===== config.mk =====
export PLATFORM = sky130hd
export DESIGN_NAME = axis_array_mult_pipe_flat
export DESIGN_NICKNAME = d
export VERILOG_FILES = /design/src/rtl/axis_array_mult_pipe_if.sv /design/src/rtl/axis_array_mult_pipe.sv /design/src/flat_wrapper.sv
export SDC_FILE = /design/constraint.sdc
export NUM_CORES = 1
export LEC_CHECK = 0
export ABC_CLOCK_PERIOD_IN_PS = 2550
export CORE_MARGIN = 3
export CORE_UTILIZATION = 38
export CTS_BUF_LIST = sky130_fd_sc_hd__clkbuf_4
export DETAILED_ROUTE_END_ITERATION = 8
export GPL_TIMING_DRIVEN = 0
export REMOVE_ABC_BUFFERS = 1
export SYNTH_ARGS = -nofsm -noshare
export SYNTH_HDL_FRONTEND = slang
export SYNTH_SLANG_ARGS = --single-unit

===== constraint.sdc =====
create_clock -name clk -period 2.55 [get_ports clk]
set_input_delay 0.6375 -clock clk [delete_from_list [all_inputs] [get_ports clk]]
set_output_delay 0.6375 -clock clk [all_outputs]
set_load 0.03 [all_outputs]

===== src/rtl/axis_array_mult_pipe_if.sv =====
`default_nettype none
// ============================================================================
// Module   : axis_array_mult_pipe_if
// Brief    : AXI-Stream in/out bundle for axis_array_mult_pipe.
// Revision : 1.0 - initial release
// ============================================================================
interface axis_array_mult_pipe_if #(
  parameter int WIDTH = 8
);
  logic                 s_tvalid;
  logic                 s_tready;
  logic [2*WIDTH-1:0]   s_tdata;
  logic                 s_tuser;
  logic                 s_tlast;
  logic                 m_tvalid;
  logic                 m_tready;
  logic [2*WIDTH-1:0]   m_tdata;
  logic                 m_tlast;

  // slave: the multiplier's view; master: the surrounding stream environment
  modport slave (
    input  s_tvalid, s_tdata, s_tuser, s_tlast, m_tready,
    output s_tready, m_tvalid, m_tdata, m_tlast
  );

  modport master (
    output s_tvalid, s_tdata, s_tuser, s_tlast, m_tready,
    input  s_tready, m_tvalid, m_tdata, m_tlast
  );
endinterface
`default_nettype wire


===== src/rtl/axis_array_mult_pipe.sv =====
`default_nettype none
// ============================================================================
// Module   : axis_array_mult_pipe
// Brief    : Pipelined WIDTHxWIDTH array multiplier with AXI-Stream handshake,
//            zero-operand gating; signed mode when ARRMUL_SIGNED_EN is defined.
// Revision : 1.0 - initial release
// ============================================================================
module axis_array_mult_pipe #(
  parameter int WIDTH  = 8,
  parameter int LEVELS = $clog2(WIDTH)
) (
  input  wire logic             clk,
  input  wire logic             rst_n,
  axis_array_mult_pipe_if.slave bus
);

  localparam int c_PW    = 2 * WIDTH;
  localparam int c_NODES = 2 * WIDTH - 1;
  localparam int c_ROOT  = 2 * WIDTH - 2;

  // Node array: leaves 0..WIDTH-1 are stage-0 partial products, followed by
  // each adder level in turn; level l starts at c_PW - (c_PW >> l).
  logic [c_PW-1:0]  r_node     [c_NODES];
  logic [c_PW-1:0]  w_node_nxt [c_NODES];
  logic [LEVELS:0]  r_vld;
  logic [LEVELS:0]  r_last;
  logic [LEVELS-1:0] r_zero;

  logic [WIDTH-1:0] w_a;
  logic [WIDTH-1:0] w_b;
  logic [c_PW-1:0]  w_a_ext;
  logic [c_PW-1:0]  w_row;
  logic             w_zero;
  logic             w_adv;

  assign w_a    = bus.s_tdata[WIDTH-1:0];
  assign w_b    = bus.s_tdata[c_PW-1:WIDTH];
  assign w_zero = (w_a == '0) || (w_b == '0);
  assign w_adv  = !r_vld[LEVELS] || bus.m_tready;

`ifdef ARRMUL_SIGNED_EN
  logic w_sgn;
  assign w_sgn   = bus.s_tuser;
  assign w_a_ext = w_sgn ? {{WIDTH{w_a[WIDTH-1]}}, w_a} : {{WIDTH{1'b0}}, w_a};
`else
  assign w_a_ext = {{WIDTH{1'b0}}, w_a};
`endif

  always_comb begin
    w_node_nxt = r_node;
    w_row      = '0;
    for (int i = 0; i < WIDTH; i++) begin
      w_row = w_b[i] ? (w_a_ext << i) : '0;
`ifdef ARRMUL_SIGNED_EN
      // The sign bit of b carries weight -2^(WIDTH-1), so its row is negated
      if (w_sgn && (i == WIDTH - 1)) begin
        w_row = -w_row;
      end
`endif
      if (!w_zero) begin
        w_node_nxt[i] = w_row;
      end
    end
    for (int l = 1; l <= LEVELS; l++) begin
      for (int j = 0; j < (WIDTH >> l); j++) begin
        w_node_nxt[c_PW - (c_PW >> l) + j] =
          r_zero[l-1] ? '0 :
          r_node[c_PW - (c_PW >> (l-1)) + 2*j] + r_node[c_PW - (c_PW >> (l-1)) + 2*j + 1];
      end
    end
  end

  always_ff @(posedge clk) begin
    if (!rst_n) begin
      r_node <= '{default: '0};
      r_vld  <= '0;
      r_last <= '0;
      r_zero <= '0;
    end else if (w_adv) begin
      r_node <= w_node_nxt;
      r_vld  <= {r_vld[LEVELS-1:0], bus.s_tvalid};
      r_last <= {r_last[LEVELS-1:0], bus.s_tvalid && bus.s_tlast};
      r_zero <= {r_zero[LEVELS-2:0], w_zero};
    end
  end

  assign bus.s_tready = w_adv;
  assign bus.m_tvalid = r_vld[LEVELS];
  assign bus.m_tdata  = r_node[c_ROOT];
  assign bus.m_tlast  = r_last[LEVELS];

endmodule
`default_nettype wire


===== src/flat_wrapper.sv =====
// flat-port wrapper written by rule: the top's interface ports become plain ports
module axis_array_mult_pipe_flat 
#(
  parameter int WIDTH  = 8,
  parameter int LEVELS = $clog2(WIDTH)
)
  (clk, rst_n, bus_s_tvalid, bus_s_tdata, bus_s_tuser, bus_s_tlast, bus_m_tready, bus_s_tready, bus_m_tvalid, bus_m_tdata, bus_m_tlast);
  axis_array_mult_pipe_if #(.WIDTH(WIDTH)) bus_i ();
  input  wire logic clk;
  input  wire logic rst_n;
  input wire logic [$bits(bus_i.s_tvalid)-1:0] bus_s_tvalid;
  input wire logic [$bits(bus_i.s_tdata)-1:0] bus_s_tdata;
  input wire logic [$bits(bus_i.s_tuser)-1:0] bus_s_tuser;
  input wire logic [$bits(bus_i.s_tlast)-1:0] bus_s_tlast;
  input wire logic [$bits(bus_i.m_tready)-1:0] bus_m_tready;
  output wire logic [$bits(bus_i.s_tready)-1:0] bus_s_tready;
  output wire logic [$bits(bus_i.m_tvalid)-1:0] bus_m_tvalid;
  output wire logic [$bits(bus_i.m_tdata)-1:0] bus_m_tdata;
  output wire logic [$bits(bus_i.m_tlast)-1:0] bus_m_tlast;
  assign bus_i.s_tvalid = bus_s_tvalid;
  assign bus_i.s_tdata = bus_s_tdata;
  assign bus_i.s_tuser = bus_s_tuser;
  assign bus_i.s_tlast = bus_s_tlast;
  assign bus_i.m_tready = bus_m_tready;
  assign bus_s_tready = bus_i.s_tready;
  assign bus_m_tvalid = bus_i.m_tvalid;
  assign bus_m_tdata = bus_i.m_tdata;
  assign bus_m_tlast = bus_i.m_tlast;
  axis_array_mult_pipe #(.WIDTH(WIDTH), .LEVELS(LEVELS)) u_core (.clk(clk), .rst_n(rst_n), .bus(bus_i));
endmodule

==> results of run 1 <==
-- stage by stage --
stage               cell area (sq um)  power, uW  setup slack (ns)   TNS (ns)
finish                           9158       5073            0.1170          0
floorplan                        7868       3081            -4.713    -509.36
detailed placement               8706       3329            -1.275    -100.32
global route                     9158       5315         -0.002205  -0.002205
global placement                 8602       3328            -11.53   -1230.43
CTS                              9138       5132          -0.02635   -0.02635
-- synthesized netlist by cell type (all sizes together) (10+ instances only) --
library cell    n  share of area, %
nor2           33               1.5
nor4           10              0.76
ha             53               8.0
and2           14               1.1
a21o           13               1.2
nor3           15              0.91
o21ai          37               2.2
a22o           16               1.7
nor2b          27               2.0
dfxtp         156                38
o21a           11               1.0
buf            45               3.2
nand2         146               6.7
xnor2          19               2.0
o211ai         13               1.2
clkbuf         37               1.7
a21oi          45               2.8
nand3          68               4.1
inv            26               1.2
nand3b         21               1.9
a21boi        100               9.1
-- repair_timing --
item                                    4_1_cts  5_1_grt
pin swaps                                     1        1
cloned                                        2        0
endpoints found under the setup margin       71       98
setup buffers                                 2        0
hold endpoints to repair                      0        0
gates resized for setup                      10        9
-- cell type report --
cell class              instances  area, sq um
diodes                          1        2.502
clock buffers                  17        127.6
clock inverters                15        212.7
fillers                      2159        12060
inverters                      26        110.1
multi-input cells             713         4720
flip-flops and latches        156         3123
well taps                     275        344.1
repair buffers                 46        518.0
-- placed cells by master, fill, tap and decap left out, types with 6 or more instances in the layout --
cell and count:
dfxtp_1 156, nand2_1 145, a21boi_0 97, nand3_1 68
ha_1 53, a21oi_1 43, clkdlybuf4s50_1 37, o21ai_0 35
nor2_1 33, nor2b_1 26, inv_1 25, nand3b_1 21
xnor2_1 19, clkbuf_4 17, a22o_1 16, nor3_1 15
and2_1 13, o211ai_1 13, a21o_1 13, o21a_1 11
nor4_1 8, xor2_1 7, fa_1 7, a211oi_1 6
-- kinds of logic after synthesis --
family	Yosys count	synth area share [%]
AO/OA/AOI/OAI	274	23.15
XOR/XNOR	26	2.754
adder cells (fa/ha/maj)	60	9.715
buffers and inverters	108	6.023
flip-flops	156	37.77
multiplexers	1	0.1211
AND/OR/NAND/NOR	351	20.46
-- sequential cells by signal, summed over array words and instances, names as in the netlist --
register	count
u_core.r_vld	4
u_core.r_node	129
u_core.r_last	4
u_core.bus.m_tdata	16
u_core.r_zero	3
-- power breakdown --
part	internal (uW)	total (uW)	switching [uW]	leakage [uW]
Sequential	2550	2630	75.6	0.00128
Clock	798	1790	989	0.000175
Combinational	291	657	367	0.00199
Total	3640	5070	1430	0.00344
-- worst paths after layout --
check | start | to | depth (start not counted)
worst max-delay path | bus_m_tready | bus_s_tready | 5
worst min-delay path | rst_n | u_core.r_vld[3]$_SDFFE_PN0P_ | 2
worst max register to register | u_core.r_node[225]$_SDFFE_PN0P_ | u_core.r_node[103]$_SDFFE_PN0P_ | 9
worst min register to register | u_core.bus.m_tdata[0]$_SDFFE_PN0P_ | u_core.bus.m_tdata[0]$_SDFFE_PN0P_ | 2
-- routing by layer --
metal  global-route usage (%)  vias to the layer above  part of all wire (%)
li1                         -                     3387                     -
met1                    23.34                     3018                    52
met2                    25.57                       93                    43
met3                    2.955                       13                   3.5
met4                    4.289                        0                   1.2
met5                        0                        -                     0
==> impl_metrics.ini, run 1 <==
[clock_network]
clkLatencyLatePin_ns = 0.57
clockRootBuffer = clkbuf_4
cts.reportedPaths.clkPinSlew_ns = 0.15
ctsHtreeMaxLevel = 4
cts_made_buffers = 17
cts_hold_buf = 0
cts_tree = built
cts_num_sinks = 156
cts_buffer_depth = 2

[cells_and_area]
drive_above_1_share_pct = 5.755
nNetsFinal = 1042
synthToLayoutAreaGrowth_pct = 10.76
fin_util_pct = 43.15
stdcell_count = 1249

[worst_setup_path]
cp.required_ns = 1.91
end_kind = output port
arrival_ns = 1.80
critPathLaunchType = input pin
path_delay_family = buffers and inverters
crit_chain = clkdlybuf4s50_1 > nor2b_4 > buf_12 > inv_12 > buf_2
rrSetupSlack_ns = 0.27
cp_slowest_stage_delay_ns = 0.45
crit_path_top_delay_cell = clkdlybuf4s50_1
crit_type = in2out
cp_max_fo = 35
cp.buffers_inverters = 4

[yosys]
syn_area_per_cell_sq_um = 8.471
synth_edf_count = 0
synth.distinct_cells = 59
synth_seq_area_share_pct = 37.77
syn_inst = 976
ys_seq_elements = 156
async_reset_ff_share_pct = 0
synth-main-ff-cell = dfxtp_1
ys_warn_count = 0
syn-cell-area_sq_um = 8268

[placement]
gp_congestion = 0.7927
placed_cells = 1212
port_buffers = 39
dp_hpwl_um = 12580

[global_routing]
grt_max_degree = 104
grt.overflow.total = 0
grt.total_usage_pct = 16.34
grt_pass1_wl_um = 31840
grt_antenna_before_repair = 1
grt_pass1_vias = 6239

[pwr]
power.density_nw_per_um2 = 554.0
ir_worst_vdd_v = 0.0003128
p_leak_uw = 0.003439

[routing]
drc = 0
drt_first_pass_iters = 5
drt_wl_total_um = 19020
ant_nets = 0
via_per_inst = 5.213
wl_per_cell_um = 15.22
num_vias = 6511
drtIter0Drc = 461

[timing]
finalMaxSlewViolations = 0
rsz0062_at_grt = yes
finClkSkew_ns = 0.02282
hold_ws_ns = 0.4278
period_needed_ns = 2.433
max-slew-margin-rel_pct = 33.88
finalCritPeriodShare_pct = 95.41
report.final.hold_viol_count = 0
fmax_ghz = 0.4110
setup_viol = 0
tightestPinTransition_ns = 0.9905

[floorplan]
core_sq_um = 21220
start_util_pct = 38.96
die_w_um = 153.5
die_h_um = 153.5
io_pins = 41
row_count = 53
die-area_sq_um = 23560

[status]
status = completed

[hold_path]
hp-class = in2reg

[flow_run]
max-cap-violations = 0
(Power assumes the default switching activity.)
==> run 2: changes to the inputs <==
- TNS_END_PERCENT: default -> 20
==> run 2 against run 1 <==
Against the previous run:
- the flow now finishes with violations (setup timing)
- flip-flop and latch count unchanged
- global-route usage unchanged
- critical path depth unchanged
- wire length down 0.47%
- sequential share of layout area about the same
- setup slack worse by 0.13 ns
- utilization about the same
- first-iteration DRC count down 2.0%
- non-clock buffer count unchanged
==> impl_metrics.ini, run 2 (synthesis gave the netlist of run 1 again) <==
[status]
status = finished with violations
violations = setup timing

[worst_setup_path]
rrSetupSlack_ns = 0.27
critPathLaunchType = input pin
arrival_ns = 1.92
r2r-end = u_core.r_node[91]$_SDFFE_PN0P_
reg2regPathDepth = 8
cp.required_ns = 1.91
end_kind = output port
r2r-start = u_core.r_vld[3]$_SDFFE_PN0P_
cp_max_fo = 35
crit_type = in2out

[routing]
num_vias = 6503
drc = 0
drtIter0Drc = 452
ant_nets = 0
via_per_inst = 5.207
wl_per_cell_um = 15.15
drt_wl_total_um = 18930
drt_first_pass_iters = 5

[cells_and_area]
fill_cells = 2159
largest_register = u_core.r_node
synthToLayoutAreaGrowth_pct = 10.77
multi_input_area_sq_um = 4720
regArea_sq_um = 3123
layout_commonest_cell = dfxtp_1
nNetsFinal = 1042
largest_reg_flops = 129
final_cell_mix = dfxtp_1 (156), nand2_1 (145), a21boi_0 (97), nand3_1 (68), ha_1 (53)
drive_above_1_share_pct = 5.755
fin_util_pct = 43.16

[flow_run]
max-cap-violations = 0

[floorplan]
die_h_um = 153.5
row_count = 53
io_pins = 41
die_w_um = 153.5
start_util_pct = 38.96
die-area_sq_um = 23560
core_sq_um = 21220

[timing]
setup_tns_ns = -0.01248
rsz0062_at_grt = yes
finalMaxSlewViolations = 0
setup_viol = 1
period_needed_ns = 2.562
finClkSkew_ns = 0.02346
report.final.hold_viol_count = 0
hold_ws_ns = 0.4204
fmax_ghz = 0.3902
finalWorstSetupSlack_ns = -0.01248
finalCritPeriodShare_pct = 100.5
max-slew-margin-rel_pct = 32.47
tightestPinTransition_ns = 1.012

[pwr]
combPwrFrac_pct = 13.0
p_total_uw = 5068
ir_worst_vdd_v = 0.0003112
p_seq_share_pct = 51.9
p_sw_uw = 1425
p_int_uw = 3642
clockPowerShare_pct = 35.2
power.density_nw_per_um2 = 553.3
switching_share_pct = 28.13
p_leak_uw = 0.003440

[global_routing]
grt.overflow.total = 0
grt_max_degree = 104
grt.total_usage_pct = 16.34
grt_pass1_vias = 6239
grt_antenna_before_repair = 1
grt_pass1_wl_um = 31840

[clock_network]
clockRootBuffer = clkbuf_4
cts_made_buffers = 17
cts_num_sinks = 156
ctsHtreeMaxLevel = 4
cts_buffer_depth = 2
cts_hold_buf = 0
clkLatencyLatePin_ns = 0.57
cts.reportedPaths.clkPinSlew_ns = 0.15
cts_tree = built

[hold_path]
hp-start = rst_n
min_to = u_core.r_vld[3]$_SDFFE_PN0P_
hp-class = in2reg
hold_depth = 2

[placement]
place_ws_ns = -1.275
port_buffers = 39
gp_congestion = 0.7927
dp_hpwl_um = 12580
run 2: worst max-delay path, stage by stage:
cell and delay (ns):
clkdlybuf4s50_1 0.51, nor2b_4 0.07, buf_12 0.16, inv_8 0.19
clkdlybuf4s15_2 0.33
run 2: per-layer routing:
layer	wire, um	up-vias	share of wire (%)	GRT usage [%]
li1	-	3389	-	-
met1	9939	3011	53	23.34
met2	8188	91	43	25.57
met3	571	12	3.0	2.955
met4	227	0	1.2	4.289
met5	0	-	0	0
run 2: worst max-delay path by stage:
stage / slack (ns) / startpoint / end
after global routing: -0.06 / bus_m_tready / bus_s_tready
after CTS: -0.03 / bus_m_tready / bus_s_tready
final: -0.01 / bus_m_tready / bus_s_tready
after global placement: -11.53 / bus_m_tready / u_core.r_node[166]$_SDFFE_PN0P_
after floorplan: -4.71 / bus_m_tready / u_core.r_node[119]$_SDFFE_PN0P_
after detailed placement: -1.27 / bus_s_tdata[13] / u_core.r_node[185]$_SDFFE_PN0P_
run 2: through the flow:
step	instance area [sq um]	instances
3_5_place_dp	8706	1212
3_3_place_gp	8602	1208
6_report	9159	1249
4_1_cts	9138	1248
5_1_grt	9159	1249
2_1_floorplan	7868	894
run 2: power by group through the flow:
| stage | sequential (uW) | combinational [uW] | clock (uW) |
|---|---|---|---|
| floorplan | 2690 | 392 | 0 |
| global placement | 2680 | 646 | 0 |
| detailed placement | 2690 | 644 | 0 |
| CTS | 2630 | 656 | 1840 |
| global route | 2650 | 735 | 1930 |
| finish | 2630 | 656 | 1780 |
run 2: cell type report:
cell class	count	share of cell area, %
Multi-Input combinational cell	713	51.53
Timing Repair Buffer	46	5.724
Sequential cell	156	34.10
Clock buffer	17	1.393
Clock inverter	15	2.322
Inverter	26	1.148
Antenna cell	1	0.02732
Tap cell	275	3.757
run 2: what timing repair did:
action | 4_1_cts | 5_1_grt
pin swaps | 1 | 1
endpoints found under the setup margin | 71 | 98
gates cloned | 2 | 0
gates resized for setup | 10 | 5
setup buffers | 2 | 0
